[src/rtl/cpu_mem_bridge_pkg.sv]
// cpu_mem_bridge_pkg
// Shared definitions for the CPU-to-memory bridge:
//   - bridge FSM state enum and the MSB position of its encoding
//   - CPU read/write direction encoding (same values the core drives)
//   - all-ones fill pattern returned to the core on an aborted read
//   - counter width helper used by the wait/timeout timer
package cpu_mem_bridge_pkg;

  // MSB position of the bridge state encoding
  localparam int BRIDGE_ST_MP = 1;

  typedef enum logic [BRIDGE_ST_MP:0] {
    BR_ST_IDLE  = 2'd0,
    BR_ST_SETUP = 2'd1,
    BR_ST_WAIT  = 2'd2,
    BR_ST_DONE  = 2'd3
  } bridge_state_e;

  // Direction encoding of cpu_which_rdwr
  localparam logic ENUM__CPU_WH_RDWR__READ  = 1'b0;
  localparam logic ENUM__CPU_WH_RDWR__WRITE = 1'b1;

  // Abort read fill; sliced down to the data width by the user
  localparam logic [63:0] ABORT_FILL_ALL = '1;

  // Bits needed to hold 0..max_val, never less than one bit
  function automatic int cnt_width(input int max_val);
    return (max_val < 2) ? 1 : $clog2(max_val + 1);
  endfunction

endpackage

[src/rtl/cpu_mem_wait_timer.sv]
// cpu_mem_wait_timer
// Wait-state down-counter and timeout up-counter for one bridge access.
// Ports:
//   clk, rst   : clock, asynchronous active-high reset
//   load       : reload wait counter with WAIT_STATES, clear timeout counter
//   run        : one WAIT cycle elapsed (decrement wait, increment timeout)
//   wait_done  : wait counter has reached zero
//   timed_out  : timeout counter sits at TIMEOUT_CYCLES-1
module cpu_mem_wait_timer
  import cpu_mem_bridge_pkg::*;
#(
  parameter int WAIT_STATES    = 2,
  parameter int TIMEOUT_CYCLES = 32
) (
  input  logic clk,
  input  logic rst,
  input  logic load,
  input  logic run,
  output logic wait_done,
  output logic timed_out
);

  localparam int WW = cnt_width(WAIT_STATES);
  localparam int TW = cnt_width(TIMEOUT_CYCLES - 1);
  localparam logic [WW-1:0] WAIT_INIT = WW'(WAIT_STATES);
  localparam logic [TW-1:0] TMO_LAST  = TW'(TIMEOUT_CYCLES - 1);

  logic [WW-1:0] wait_cnt_q, wait_cnt_d;
  logic [TW-1:0] tmo_cnt_q, tmo_cnt_d;

  // Both counters saturate: wait stops at zero, timeout stops at its last
  // value, so neither can wrap while the FSM lingers.
  always_comb begin
    wait_cnt_d = wait_cnt_q;
    tmo_cnt_d  = tmo_cnt_q;
    if (load) begin
      wait_cnt_d = WAIT_INIT;
      tmo_cnt_d  = '0;
    end else if (run) begin
      if (wait_cnt_q != '0) wait_cnt_d = wait_cnt_q - WW'(1);
      if (tmo_cnt_q != TMO_LAST) tmo_cnt_d = tmo_cnt_q + TW'(1);
    end
  end

  always_ff @(posedge clk or posedge rst) begin
    if (rst) begin
      wait_cnt_q <= '0;
      tmo_cnt_q  <= '0;
    end else begin
      wait_cnt_q <= wait_cnt_d;
      tmo_cnt_q  <= tmo_cnt_d;
    end
  end

  assign wait_done = (wait_cnt_q == '0);
  assign timed_out = (tmo_cnt_q == TMO_LAST);

endmodule

[src/rtl/cpu_mem_bridge.sv]
// cpu_mem_bridge
// Runs one CPU request at a time against an 8-bit synchronous memory with
// programmable wait states and a ready handshake; stalls the core via
// cpu_enable and aborts stuck accesses with a sticky bus error.
// Ports:
//   clk, rst                      : clock, asynchronous active-high reset
//   cpu_req_rdwr, cpu_which_rdwr  : core request strobe and direction (1=write)
//   cpu_addr, cpu_data_out        : core address and write data
//   cpu_data_in                   : registered read data to the core
//   cpu_enable                    : core advance enable
//   mem_cs, mem_we, mem_addr,
//   mem_wdata                     : registered memory request
//   mem_rdata, mem_ready          : memory read data and completion
//   bus_err_clr, bus_err          : clear input and sticky timeout flag
module cpu_mem_bridge
  import cpu_mem_bridge_pkg::*;
#(
  parameter int ADDR_WIDTH     = 16,
  parameter int DATA_WIDTH     = 8,
  parameter int WAIT_STATES    = 2,
  parameter int TIMEOUT_CYCLES = 32
) (
  input  logic                  clk,
  input  logic                  rst,
  input  logic                  cpu_req_rdwr,
  input  logic                  cpu_which_rdwr,
  input  logic [ADDR_WIDTH-1:0] cpu_addr,
  input  logic [DATA_WIDTH-1:0] cpu_data_out,
  output logic [DATA_WIDTH-1:0] cpu_data_in,
  output logic                  cpu_enable,
  output logic                  mem_cs,
  output logic                  mem_we,
  output logic [ADDR_WIDTH-1:0] mem_addr,
  output logic [DATA_WIDTH-1:0] mem_wdata,
  input  logic [DATA_WIDTH-1:0] mem_rdata,
  input  logic                  mem_ready,
  input  logic                  bus_err_clr,
  output logic                  bus_err
);

  localparam logic [DATA_WIDTH-1:0] ABORT_FILL = ABORT_FILL_ALL[DATA_WIDTH-1:0];

  bridge_state_e         state_q, state_d;
  logic                  mem_cs_q, mem_cs_d;
  logic                  mem_we_q, mem_we_d;
  logic [ADDR_WIDTH-1:0] mem_addr_q, mem_addr_d;
  logic [DATA_WIDTH-1:0] mem_wdata_q, mem_wdata_d;
  logic [DATA_WIDTH-1:0] cpu_data_in_q, cpu_data_in_d;
  logic                  bus_err_q, bus_err_d;
  logic                  abort;
  logic                  wait_done;
  logic                  timed_out;

  cpu_mem_wait_timer #(
    .WAIT_STATES   (WAIT_STATES),
    .TIMEOUT_CYCLES(TIMEOUT_CYCLES)
  ) u_timer (
    .clk      (clk),
    .rst      (rst),
    .load     (state_q == BR_ST_SETUP),
    .run      (state_q == BR_ST_WAIT),
    .wait_done(wait_done),
    .timed_out(timed_out)
  );

  // mem_cs/mem_we are registered, so they are set on the edge into SETUP and
  // cleared on the edge into DONE.
  always_comb begin
    state_d       = state_q;
    mem_cs_d      = mem_cs_q;
    mem_we_d      = mem_we_q;
    mem_addr_d    = mem_addr_q;
    mem_wdata_d   = mem_wdata_q;
    cpu_data_in_d = cpu_data_in_q;
    abort         = 1'b0;
    case (state_q)
      BR_ST_IDLE: begin
        if (cpu_req_rdwr) begin
          mem_addr_d  = cpu_addr;
          mem_we_d    = cpu_which_rdwr;
          mem_wdata_d = cpu_data_out;
          mem_cs_d    = 1'b1;
          state_d     = BR_ST_SETUP;
        end
      end
      BR_ST_SETUP: state_d = BR_ST_WAIT;
      BR_ST_WAIT: begin
        // Completion is checked first so it wins over a coincident abort
        if (wait_done && mem_ready) begin
          if (mem_we_q == ENUM__CPU_WH_RDWR__READ) cpu_data_in_d = mem_rdata;
          mem_cs_d = 1'b0;
          mem_we_d = 1'b0;
          state_d  = BR_ST_DONE;
        end else if (timed_out) begin
          if (mem_we_q == ENUM__CPU_WH_RDWR__READ) cpu_data_in_d = ABORT_FILL;
          abort    = 1'b1;
          mem_cs_d = 1'b0;
          mem_we_d = 1'b0;
          state_d  = BR_ST_DONE;
        end
      end
      default: state_d = BR_ST_IDLE;
    endcase
    // A new abort beats a simultaneous clear
    bus_err_d = abort ? 1'b1 : (bus_err_clr ? 1'b0 : bus_err_q);
  end

  always_ff @(posedge clk or posedge rst) begin
    if (rst) begin
      state_q       <= BR_ST_IDLE;
      mem_cs_q      <= 1'b0;
      mem_we_q      <= 1'b0;
      mem_addr_q    <= '0;
      mem_wdata_q   <= '0;
      cpu_data_in_q <= '0;
      bus_err_q     <= 1'b0;
    end else begin
      state_q       <= state_d;
      mem_cs_q      <= mem_cs_d;
      mem_we_q      <= mem_we_d;
      mem_addr_q    <= mem_addr_d;
      mem_wdata_q   <= mem_wdata_d;
      cpu_data_in_q <= cpu_data_in_d;
      bus_err_q     <= bus_err_d;
    end
  end

  // Combinational so the core freezes in the same cycle its request appears
  assign cpu_enable  = !rst && (((state_q == BR_ST_IDLE) && !cpu_req_rdwr) ||
                                (state_q == BR_ST_DONE));
  assign mem_cs      = mem_cs_q;
  assign mem_we      = mem_we_q;
  assign mem_addr    = mem_addr_q;
  assign mem_wdata   = mem_wdata_q;
  assign cpu_data_in = cpu_data_in_q;
  assign bus_err     = bus_err_q;

endmodule

[config.mk]
export PLATFORM = sky130hd
export DESIGN_NAME = cpu_mem_bridge
export DESIGN_NICKNAME = d
export VERILOG_FILES = /design/src/rtl/cpu_mem_bridge_pkg.sv /design/src/rtl/cpu_mem_wait_timer.sv /design/src/rtl/cpu_mem_bridge.sv
export SDC_FILE = /design/constraint.sdc
export NUM_CORES = 1
export LEC_CHECK = 0
export BUFFER_PORTS_ARGS = -buffer_cell sky130_fd_sc_hd__buf_2
export CELL_PAD_IN_SITES_DETAIL_PLACEMENT = 1
export CELL_PAD_IN_SITES_GLOBAL_PLACEMENT = 2
export CORE_ASPECT_RATIO = 1.5
export CORE_UTILIZATION = 32
export CTS_BUF_LIST = sky130_fd_sc_hd__clkbuf_8
export DETAILED_ROUTE_END_ITERATION = 12
export PLACE_DENSITY_LB_ADDON = 0.1
export SLEW_MARGIN = 20
export SYNTH_ARGS = -nofsm -noshare
export SYNTH_HDL_FRONTEND = slang
export SYNTH_HIERARCHICAL = 1
export SYNTH_SLANG_ARGS = --single-unit
[constraint.sdc]
create_clock -name clk -period 2.42 [get_ports clk]
set_input_delay 0.363 -clock clk [delete_from_list [all_inputs] [get_ports clk]]
set_output_delay 0.363 -clock clk [all_outputs]
set_load 0.03 [all_outputs]
### Word level (Yosys, flattened, before mapping)

Index checks and enable logic that the tools add are counted.

| word-level totals | value |
|---|---|
| flip-flop bits (word level) | 44 |
| input bits | 38 |
| output and inout bits | 36 |

| operators by class | value |
|---|---|
| add/subtract/negate cells | 2 |
| equal/unequal tests | 9 |
| mux-type cells | 25 |
| reductions and logical operators | 21 |

Operator list:

| cell | number |
|---|---|
| 2-to-1 mux 8 bit | 4 |
| 2-to-1 mux 5 bit | 3 |
| nonzero test 2 bit | 7 |
| 2-to-1 mux 2 bit | 6 |
| 2-to-1 mux 1 bit | 9 |
| AND reduction 2 bit | 4 |
| != test 2 bit (second input constant) | 3 |
| one-hot mux 2 bit (3 select lines) | 1 |
| adder 5 x 1 -> 5 bit (second input constant) | 1 |
| equality test 5 bit (second input constant) | 1 |
| != test 5 bit (second input constant) | 1 |
| equality test 2 bit (second input constant) | 2 |
| logical NOT 2 bit | 2 |
| one-hot mux 1 bit (2 select lines) | 2 |
| AND reduction 4 bit | 1 |
| logical AND 1 bit | 3 |
| != test 3 bit (second input constant) | 1 |
| AND reduction 3 bit | 1 |
| equality test 2 x 1 -> 1 bit (second input constant) | 1 |
| logical NOT 1 bit | 2 |
| subtractor 2 x 1 -> 2 bit (second input constant) | 1 |
| logical OR 1 bit | 1 |

### Longest topological paths before layout

Gate-level depths: netlist of the first run.

| depth | value |
|---|---|
| word-level depth | 5 |
| mapped depth | 6 |

### By module

Netlist of the first run, hierarchy kept.

Modules (own cells, without submodules):

| module | instances | cells an instance | area each (um^2) | seq. area each (um^2) |
|---|---|---|---|---|
| cpu_mem_bridge | 1 | 102 | 1,522.7 | 925.9 |
| cpu_mem_wait_timer | 1 | 34 | 361.6 | 175.2 |

### Worst setup path before layout of the first run

OpenSTA, ideal clock, no wires.

| timing | value |
|---|---|
| path kind | register to register |
| start | register u_timer.tmo_cnt_q[0] |
| end | register u_timer.tmo_cnt_q[3] |
| library setup time | 0.127 ns |
| data arrival time | 1.660 ns |
| setup slack | 0.632 ns |
| cell stages (with the launch flop) | 7 |
| clock period less this slack | 1.788 ns |
| cells stage by stage | dfrtp_1 -> ha_1 -> and3_1 -> ha_1 -> and2b_2 -> nand4_1 -> mux2_1 |

| between the ends | value |
|---|---|
| cells in the longest elaborated chain, start to end | 4 |
| elaborated cells between the ends (all ways) | 7 |
| classes of those cells | add/sub (1); eq/ne (1); mux (3); reduce/logical (2) |

Ends and longest elaborated chain:

| element | line | RTL |
|---|---|---|
| from (decl) | cpu_mem_wait_timer.sv:29 | `logic [TW-1:0] tmo_cnt_q, tmo_cnt_d;` |
| from (signal assigned) | cpu_mem_wait_timer.sv:51 | `tmo_cnt_q <= tmo_cnt_d;` |
| adder 5 x 1 -> 5 bit | cpu_mem_wait_timer.sv:41 | `if (tmo_cnt_q != TMO_LAST) tmo_cnt_d = tmo_cnt_q + TW'(1);` |
| 2-to-1 mux 5 bit | cpu_mem_wait_timer.sv:41 |  |
| 2-to-1 mux 5 bit | cpu_mem_wait_timer.sv:39 | `end else if (run) begin` |
| 2-to-1 mux 5 bit | cpu_mem_wait_timer.sv:36 | `if (load) begin` |

Parallel ways exist; a longest one is shown, timed or not. The select of a mux whose other input is x is not followed.
A chain may end at the register's enable or synchronous reset.

### Worst setup path in the final report of the first run

| timing | value |
|---|---|
| start | register state_q[0] |
| end | output cpu_enable |

| between the ends | value |
|---|---|
| cells in the longest elaborated chain, start to end | 4 |
| elaborated cells between the ends (all ways) | 5 |
| classes of those cells | eq/ne (1); reduce/logical (4) |

Ends and longest elaborated chain:

| element | line | RTL |
|---|---|---|
| from (decl) | cpu_mem_bridge.sv:43 | `bridge_state_e state_q, state_d;` |
| from (signal assigned) | cpu_mem_bridge.sv:118 | `state_q <= state_d;` |
| logical NOT 2 bit | cpu_mem_bridge.sv:129 | `assign cpu_enable = !rst && (((state_q == BR_ST_IDLE) && !cpu_req_rdwr) \|\|` |
| logical AND 1 bit | cpu_mem_bridge.sv:129 |  |
| logical OR 1 bit * | cpu_mem_bridge.sv:129 |  |
| logical AND 1 bit * | cpu_mem_bridge.sv:129 |  |
| to (decl) | cpu_mem_bridge.sv:30 | `output logic cpu_enable,` |

Every way passes the cells marked *; elsewhere a longest branch is shown, timed or not.

==> impl_metrics.py, run 1 <==
metrics = {
    "synthesis": {
        "async_flop_share": 1.00,
        "synth_cell_types": 30,
        "synth_most_common_cell": "dfrtp_1",
        "synth_top_area_cell": "dfrtp_1",
        "synth_edf_count": 0,
        "avgSynthCellArea_sq_um": 13.9,
        "synth_ff_type": "dfrtp_1",
        "yosys_warnings": 6,
        "synth_area_sq_um": 1880,
        "syn-num-nets": 183,
        "yosys-top-cells-area": "dfrtp_1, mux2_2, ha_1",
        "seq_area_frac_synth": 0.584,
        "synth_top_area_frac": 0.584,
        "synthTopCellsByCount": "dfrtp_1, mux2_2, ha_1, nor2_1, o22a_1",
        "post_synth_inst_count": 136,
        "synth.ff_latch_count": 44,
    },
    "detailed_routing": {
        "drc_errors": 0,
        "route.vias.total": 1335,
        "drtPass1Iterations": 2,
        "drtIter0Drc": 59,
        "routedWlPerCell_um": 14.7,
        "via_per_inst": 4.68,
        "ant_nets": 0,
        "routed_wl_um": 4190,
    },
    "floorplanning": {
        "core_sq_um": 5570,
        "die_h_um": 96.0,
        "start_util": 0.338,
        "fp.dieW_um": 64.7,
        "rows": 33,
        "die_area_sq_um": 6210,
        "num_io_pins": 74,
    },
    "placed_design": {
        "dp_hpwl_um": 3320,
        "place_congestion": 0.688,
        "port_buffers": 73,
        "dp.cells": 277,
        "dpl_cell_area_sq_um": 2330,
    },
    "clock_tree": {
        "cts_buffer_depth": 2,
        "post_cts_buffers": 0,
        "postCtsHoldBufs": 1,
        "cts_tree": "done",
        "worst_skew_pair.late_latency_ps": 290,
        "cts_root_buf": "clkbuf_8",
        "clk_pin_slew_ps": 80,
        "cts_resized": 0,
        "cts_buffers": 5,
        "cts.htree.levels": 2,
        "clkSinkCount": 44,
    },
    "layout": {
        "num-fill-cells": 619,
        "fin_cells": 285,
        "final_core_utilization": 0.443,
        "multi_input_area_sq_um": 739,
        "insertedDiodeCount": 0,
        "drive_gt1_frac": 0.512,
        "area_delta_synth_final_pct": 31.1,
        "nets": 262,
        "fin_area_sq_um": 2470,
        "regArea_sq_um": 1100,
    },
    "outcome": {
        "status": "completed",
    },
    "global_route": {
        "grt_first_pass_wirelength_um": 7130,
        "grt_max_degree": 38,
        "grt_pass1_vias": 1483,
        "grt_use_total": 0.154,
        "antenna_found_initial": 0,
        "grt_overflow": 0,
    },
    "critical_path": {
        "crit_chain": "inv_1, ha_1, and2b_1, nor2_1, nor2_1, buf_2",
        "cpPeakStageDelay_ps": 420,
        "critPathArrivalTime_ps": 1640,
        "critPathTopFamily": "flip-flops",
        "worst_ep_required_time_ps": 2060,
        "worst_setup_path_end_kind": "primary output",
        "crit_fanout": 5,
        "start_kind": "register",
        "critical_path.slowest_cell": "dfrtp_1",
        "crit_top_cell": "nor2_1",
        "path_buf_inv": 2,
        "crit_type": "register to primary output",
    },
    "pwr": {
        "power_uw": 3750,
        "ir_drop_uv": 488,
        "power.density_nw_per_um2": 1520,
        "p_leak_uw": 0.00124,
    },
    "timing": {
        "final_hold_viol_count": 0,
        "tns_ps": 0,
        "setup_violations": 0,
        "clock_skew_ps": 3.74,
        "relSlewSlack": 0.642,
        "fin_crit_sh": 0.828,
        "slew_violations": 0,
        "rsz0062_at_grt": "no",
        "fmax_mhz": 499,
        "fin_crit_ps": 2000,
        "tightestPinTransition_ps": 535,
    },
    "run": {
        "maxCapViolations": 0,
    },
    "worst_hold_path": {
        "worstHoldPathType": "input port to register",
    },
}
-- layout by cell type (no fill, tap or decap), drive strengths merged --
| cell type | netlist | final |
|---|---|---|
| and2b | 2 | 2 |
| nor3b | 1 | 1 |
| dfrtp | 44 | 44 |
| nand3 | 1 | 1 |
| nand2b | 1 | 1 |
| o21ai | 2 | 2 |
| xor2 | 1 | 1 |
| nand4 | 2 | 2 |
| ha | 9 | 9 |
| dlygate4sd3 | 0 | 1 |
| a2bb2oi | 1 | 1 |
| o22ai | 1 | 1 |
| inv | 8 | 8 |
| mux2i | 3 | 3 |
| mux2 | 26 | 26 |
| clkbuf | 1 | 5 |
| nor2 | 9 | 9 |
| xnor2 | 2 | 2 |
| bufinv | 0 | 2 |
| o21bai | 1 | 1 |
| nand2 | 3 | 3 |
| nand3b | 1 | 1 |
| o22a | 9 | 9 |
| a21oi | 2 | 2 |
| a211o | 1 | 1 |
| and3 | 1 | 1 |
| buf | 2 | 74 |
| nor2b | 2 | 2 |
-- worst paths after layout --
kind	startpoint	end	slack (ps)	cells after the start
max	state_q[0]	cpu_enable	420	6
min	bus_err_clr	bus_err	270	2
max reg2reg	u_timer/tmo_cnt_q[0]	u_timer/tmo_cnt_q[3]	520	6
min reg2reg	mem_wdata[4]	mem_wdata[4]	500	1
max in group asynchronous	rst	cpu_data_in[6]	1340	4
min in group asynchronous	rst	u_timer/tmo_cnt_q[2]	550	3
-- area by class of cell --
type	instances	share of cell area
tap	70	0.0355
multi-input combinational	81	0.299
clock buffer	5	0.0279
timing repair buffer	75	0.155
clock inverter	2	0.0243
sequential	44	0.446
inverter	8	0.0122
-- state kept, by name, summed over array words and instances (netlist names) --
register            cells
cpu_data_in             8
u_timer/tmo_cnt_q       5
u_timer/wait_cnt_q      2
mem_cs                  1
state_q                 2
mem_addr               16
bus_err                 1
mem_we                  1
mem_wdata               8
-- cell families (layout without fill, tap and decap cells) --
kind of cell | Yosys count | in the layout | share of synthesized area
flip-flops | 44 | 44 | 0.584
AO/OA/AOI/OAI | 17 | 17 | 0.0770
multiplexers | 29 | 29 | 0.171
AND/OR/NAND/NOR | 23 | 23 | 0.0704
adder cells (fa/ha/maj) | 9 | 9 | 0.0598
XOR/XNOR | 3 | 3 | 0.0139
buffers and inverters | 11 | 90 | 0.0232
-- through the flow --
stage / hold WS, ps / setup WS (ps)
after CTS: 262 / 381
after global routing: 264 / 254
after global placement: 320 / 591
after detailed placement: 324 / 522
final: 268 / 416
after floorplan: 166 / 632
-- metal layers --
layer / GRT usage / vias up / routed length, um / part of all wire
met2: 0.292 / 44 / 2360 / 0.56
li1: - / 629 / - / -
met3: 0.0391 / 5 / 240 / 0.057
met4: 0.0556 / 0 / 58 / 0.014
met1: 0.162 / 657 / 1530 / 0.37
met5: 0 / - / 0 / 0
-- report_power, final --
part / internal, uW / total (uW) / switching [uW]
Combinational: 701 / 1830 / 1130
Clock: 406 / 645 / 239
Sequential: 1090 / 1270 / 188
Total: 2190 / 3750 / 1560
(Power assumes the default switching activity.)
==> inputs of run 2 (changes only) <==
- clock period: 2.42 -> 2.1 ns (I/O delays scaled with it)
==> run 2 against run 1 <==
Clock skew is 2.9 ps higher. Highest routed layer unchanged. Routed wire length is 2.1% higher. Global-route usage is 0.41 points lower. Register-to-register slack worse by 330 ps. Critical path type unchanged. Total power is 16% higher.
==> impl_metrics.py, run 2 (synthesized netlist as in run 1, its figures left out) <==
metrics = {
    "worst_hold_path": {
        "min_from": "bus_err_clr",
        "worstHoldPathType": "input port to register",
    },
    "clock_tree": {
        "cts_root_buf": "clkbuf_8",
        "clkSinkCount": 44,
        "cts_buffers": 5,
        "clk_pin_slew_ps": 80,
        "post_cts_buffers": 0,
        "cts.htree.levels": 2,
        "worst_skew_pair.late_latency_ps": 290,
        "cts_buffer_depth": 2,
        "cts_tree": "done",
    },
    "critical_path": {
        "crit_chain": "inv_1, ha_1, and2b_2, nor2_1, nor2_1, buf_2",
        "rr_worst_depth": 6,
        "endpoint": "cpu_enable",
        "crit_top_cell": "nor2_1",
        "crit_path_start": "state_q[0]",
        "rr_endpoint": "u_timer/tmo_cnt_q[3]",
        "path_buf_inv": 2,
        "crit_type": "register to primary output",
        "start_kind": "register",
        "critPathTopFamily": "simple AND/OR/NAND/NOR gates",
        "critical_path.slowest_cell": "dfrtp_1",
        "crit_fanout": 5,
        "worst_setup_path_end_kind": "primary output",
        "r2r_start": "u_timer/tmo_cnt_q[0]",
        "cpPeakStageDelay_ps": 410,
        "worst-r2r-setup-slack_ps": 190,
        "crit_cells": 6,
        "worst_ep_required_time_ps": 1780,
        "critPathArrivalTime_ps": 1650,
    },
    "outcome": {
        "status": "completed",
    },
    "detailed_routing": {
        "route.vias.total": 1344,
        "via_per_inst": 4.72,
        "routedWlPerCell_um": 15.0,
        "drtIter0Drc": 17,
        "drtPass1Iterations": 2,
        "routed_wl_um": 4280,
        "drc_errors": 0,
        "ant_nets": 0,
    },
    "timing": {
        "slew_violations": 0,
        "tns_ps": 0,
        "setup_violations": 0,
        "clock_skew_ps": 6.65,
        "relSlewSlack": 0.625,
        "final_hold_viol_count": 0,
        "tightestPinTransition_ps": 561,
        "fin_crit_ps": 1970,
        "rsz0062_at_grt": "no",
        "fin_crit_sh": 0.938,
        "fmax_mhz": 508,
        "hold_ws_ps": 213,
    },
    "pwr": {
        "ir_drop_uv": 579,
        "power.density_nw_per_um2": 1760,
        "p_leak_uw": 0.00123,
        "power_uw": 4340,
    },
    "layout": {
        "final_cell_mix": "buf_2, dfrtp_1, mux2_2",
        "nets": 262,
        "area_delta_synth_final_pct": 31.1,
        "final_core_utilization": 0.443,
        "layout_commonest_cell": "buf_2",
        "largest_register_ffs": 16,
        "insertedDiodeCount": 0,
        "drive_gt1_frac": 0.516,
    },
    "floorplanning": {
        "die_h_um": 96.0,
        "start_util": 0.338,
        "core_sq_um": 5570,
        "die_area_sq_um": 6210,
        "num_io_pins": 74,
        "rows": 33,
        "fp.dieW_um": 64.7,
    },
    "run": {
        "maxCapViolations": 0,
    },
    "global_route": {
        "grt_overflow": 0,
        "grt_use_total": 0.150,
        "grt_pass1_vias": 1433,
        "grt_max_degree": 38,
        "antenna_found_initial": 0,
        "grt_first_pass_wirelength_um": 6980,
    },
    "placed_design": {
        "dp_hpwl_um": 3340,
        "place_congestion": 0.674,
        "port_buffers": 73,
    },
}
run 2: worst min-delay path by stage:
stage	depth (start not counted)	end	slack, ps
6_report	2	bus_err	210
5_1_grt	2	bus_err	220
4_1_cts	2	bus_err	200
3_5_place_dp	2	u_timer/wait_cnt_q[0]	290
3_3_place_gp	2	u_timer/wait_cnt_q[1]	280
2_1_floorplan	1	u_timer/tmo_cnt_q[0]	120
run 2: final cells by class:
type	count	area, sq um
Clock buffer	5	68.8
Tap cell	70	87.6
Multi-Input combinational cell	81	741
Inverter	8	30.0
Timing Repair Buffer	75	383
Clock inverter	2	60.1
Sequential cell	44	1100
Fill cell	628	3100
run 2: stage by stage:
| stage | setup slack (ps) | cells | cell area (sq um) |
|---|---|---|---|
| CTS | 93.5 | 285 | 2470 |
| finish | 130 | 285 | 2470 |
| floorplan | 312 | 136 | 1880 |
| detailed placement | 188 | 277 | 2330 |
| global placement | 261 | 277 | 2330 |
| global route | 14.9 | 285 | 2470 |
run 2: power by group:
| part | internal, uW | switching [uW] |
|---|---|---|
| registers | 1250 | 223 |
| logic | 807 | 1310 |
| clock network | 468 | 277 |
| total | 2530 | 1810 |
run 2: routing by layer:
layer	vias up	global-route usage	routed length, um
met5	-	0	0
met2	44	0.282	2400
met4	0	0.0556	64
li1	628	-	-
met1	666	0.165	1620
met3	6	0.0296	194
run 2: what timing repair did:
action | 4_1_cts | 5_1_grt
setup endpoints to repair | 0 | 1
hold buffers | 1 | 0
resized for setup | 0 | 1
endpoints found under the hold margin | 7 | 0
==> inputs of run 3 (changes only) <==
- PLACE_DENSITY: not set -> 0.87
- PLACE_DENSITY_LB_ADDON: 0.1 -> not set
==> run 3 against run 2 <==
Combinational power hardly changed. First-iteration DRC count grew to 2.9 times the previous value. Design area is 0.30% lower. Fmax is 1.0% higher. Global-route usage is 0.82 points lower. Worst hold slack worse by 13 ps. Flip-flop and latch count stayed put. Setup slack better by 19 ps. Clock skew is 3.1 ps lower. Routed wire length is 5.2% lower. Total power is 3.1% lower.
==> impl_metrics.py, run 3 (synthesized netlist as in run 1, its figures left out) <==
metrics = {
    "timing": {
        "rsz0062_at_grt": "no",
        "clock_skew_ps": 3.51,
        "tightestPinTransition_ps": 470,
        "tns_ps": 0,
        "fmax_mhz": 513,
        "relSlewSlack": 0.687,
        "slew_violations": 0,
        "final_hold_viol_count": 0,
        "fin_crit_sh": 0.929,
        "fin_crit_ps": 1950,
        "hold_ws_ps": 200,
        "setup_violations": 0,
    },
    "detailed_routing": {
        "ant_nets": 0,
        "via_per_inst": 4.72,
        "drc_errors": 0,
        "route.vias.total": 1360,
        "drtIter0Drc": 49,
        "routed_wl_um": 4060,
        "drtPass1Iterations": 2,
        "routedWlPerCell_um": 14.1,
    },
    "clock_tree": {
        "clk_pin_slew_ps": 80,
        "clkSinkCount": 44,
        "cts_tree": "done",
        "cts_buffers": 5,
        "cts_root_buf": "clkbuf_8",
        "cts.htree.levels": 2,
        "post_cts_buffers": 0,
        "worst_skew_pair.late_latency_ps": 290,
        "cts_buffer_depth": 2,
    },
    "layout": {
        "largest_register_ffs": 16,
        "final_cell_mix": "buf_2, dfrtp_1, mux2_2",
        "layout_commonest_cell": "buf_2",
        "regArea_sq_um": 1100,
        "multi_input_area_sq_um": 739,
        "final_core_utilization": 0.442,
        "drive_gt1_frac": 0.514,
        "nets": 264,
        "area_delta_synth_final_pct": 30.7,
        "insertedDiodeCount": 0,
        "num-fill-cells": 626,
        "fin_cells": 288,
    },
    "critical_path": {
        "crit_type": "register to primary output",
        "endpoint": "cpu_enable",
        "crit_fanout": 5,
        "worst-r2r-setup-slack_ps": 210,
        "crit_path_start": "state_q[0]",
        "worst_ep_required_time_ps": 1780,
        "rr_worst_depth": 6,
        "critPathArrivalTime_ps": 1640,
        "start_kind": "register",
        "r2r_start": "u_timer/tmo_cnt_q[0]",
        "rr_endpoint": "u_timer/tmo_cnt_q[3]",
        "worst_setup_path_end_kind": "primary output",
    },
    "floorplanning": {
        "die_h_um": 96.0,
        "fp.dieW_um": 64.7,
        "start_util": 0.338,
        "num_io_pins": 74,
        "die_area_sq_um": 6210,
        "rows": 33,
        "core_sq_um": 5570,
    },
    "global_route": {
        "grt_overflow": 0,
        "antenna_found_initial": 0,
        "grt_first_pass_wirelength_um": 6550,
        "grt_pass1_vias": 1370,
        "grt_max_degree": 38,
        "grt_use_total": 0.142,
    },
    "pwr": {
        "clkPwrFrac": 0.148,
        "p_leak_uw": 0.00124,
        "p_int_uw": 2420,
        "p_seq_frac": 0.346,
        "comb_power_share": 0.505,
        "ir_drop_uv": 519,
        "power.density_nw_per_um2": 1710,
        "switching_share": 0.424,
        "power.switching_uw": 1780,
        "power_uw": 4210,
    },
    "worst_hold_path": {
        "worstHoldPathType": "input port to register",
    },
    "run": {
        "maxCapViolations": 0,
    },
    "placed_design": {
        "port_buffers": 73,
        "place_congestion": 0.713,
        "dp.cells": 279,
        "dp_hpwl_um": 3260,
    },
    "outcome": {
        "status": "completed",
    },
}
run 3: changes by cell type in the layout (fill, tap and decap cells not counted), sizes merged:
cell / before / now
buf: 74 / 76
bufinv: 2 / 1
inv: 8 / 9
clkinv: 0 / 1
run 3: how the worst min path moves through the flow:
| stage | from | to | depth (start not counted) |
|---|---|---|---|
| final | bus_err_clr | bus_err | 2 |
| after global routing | bus_err_clr | bus_err | 2 |
| after CTS | bus_err_clr | bus_err | 2 |
| after detailed placement | rst | u_timer/wait_cnt_q[1] | 2 |
| after global placement | rst | u_timer/wait_cnt_q[1] | 2 |
| after floorplan | rst | u_timer/tmo_cnt_q[0] | 1 |
run 3: repair_timing:
action                                 CTS  global route
hold buffers                             1             0
gates resized for setup                  0             0
endpoints found under the hold margin    7             0
run 3: layout make-up:
class / count / share of cell area
flip-flops and latches: 44 / 0.447
multi-input cells: 81 / 0.300
repair buffers: 77 / 0.162
well taps: 70 / 0.0356
clock buffers: 5 / 0.0279
clock inverters: 3 / 0.0157
inverters: 8 / 0.0122
run 3: critical path: stages, from the launching register on:
cell     delay, ps
dfrtp_1        420
inv_1          140
ha_1           210
and2b_1        240
nor2_1          60
nor2_1          80
buf_2          190
run 3: metal layers:
metal	up-vias	GRT usage	wire (um)
met3	7	0.0344	294
met4	0	0.0611	67
met5	-	0	0
met2	67	0.243	1960
met1	654	0.168	1740
li1	632	-	-
run 3: metrics by stage:
stage / cell area [sq um] / setup WS (ps)
after floorplan: 1880 / 312
after global placement: 2350 / 257
after detailed placement: 2350 / 218
after CTS: 2460 / 110
after global routing: 2460 / 12.6
final: 2460 / 150
run 3: power groups by stage:
stage	clock, uW	sequential, uW	combinational, uW
2_1_floorplan	0	2140	869
3_3_place_gp	0	1450	2100
3_5_place_dp	0	1480	2160
4_1_cts	650	1460	2160
5_1_grt	682	1510	2300
6_report	623	1460	2130
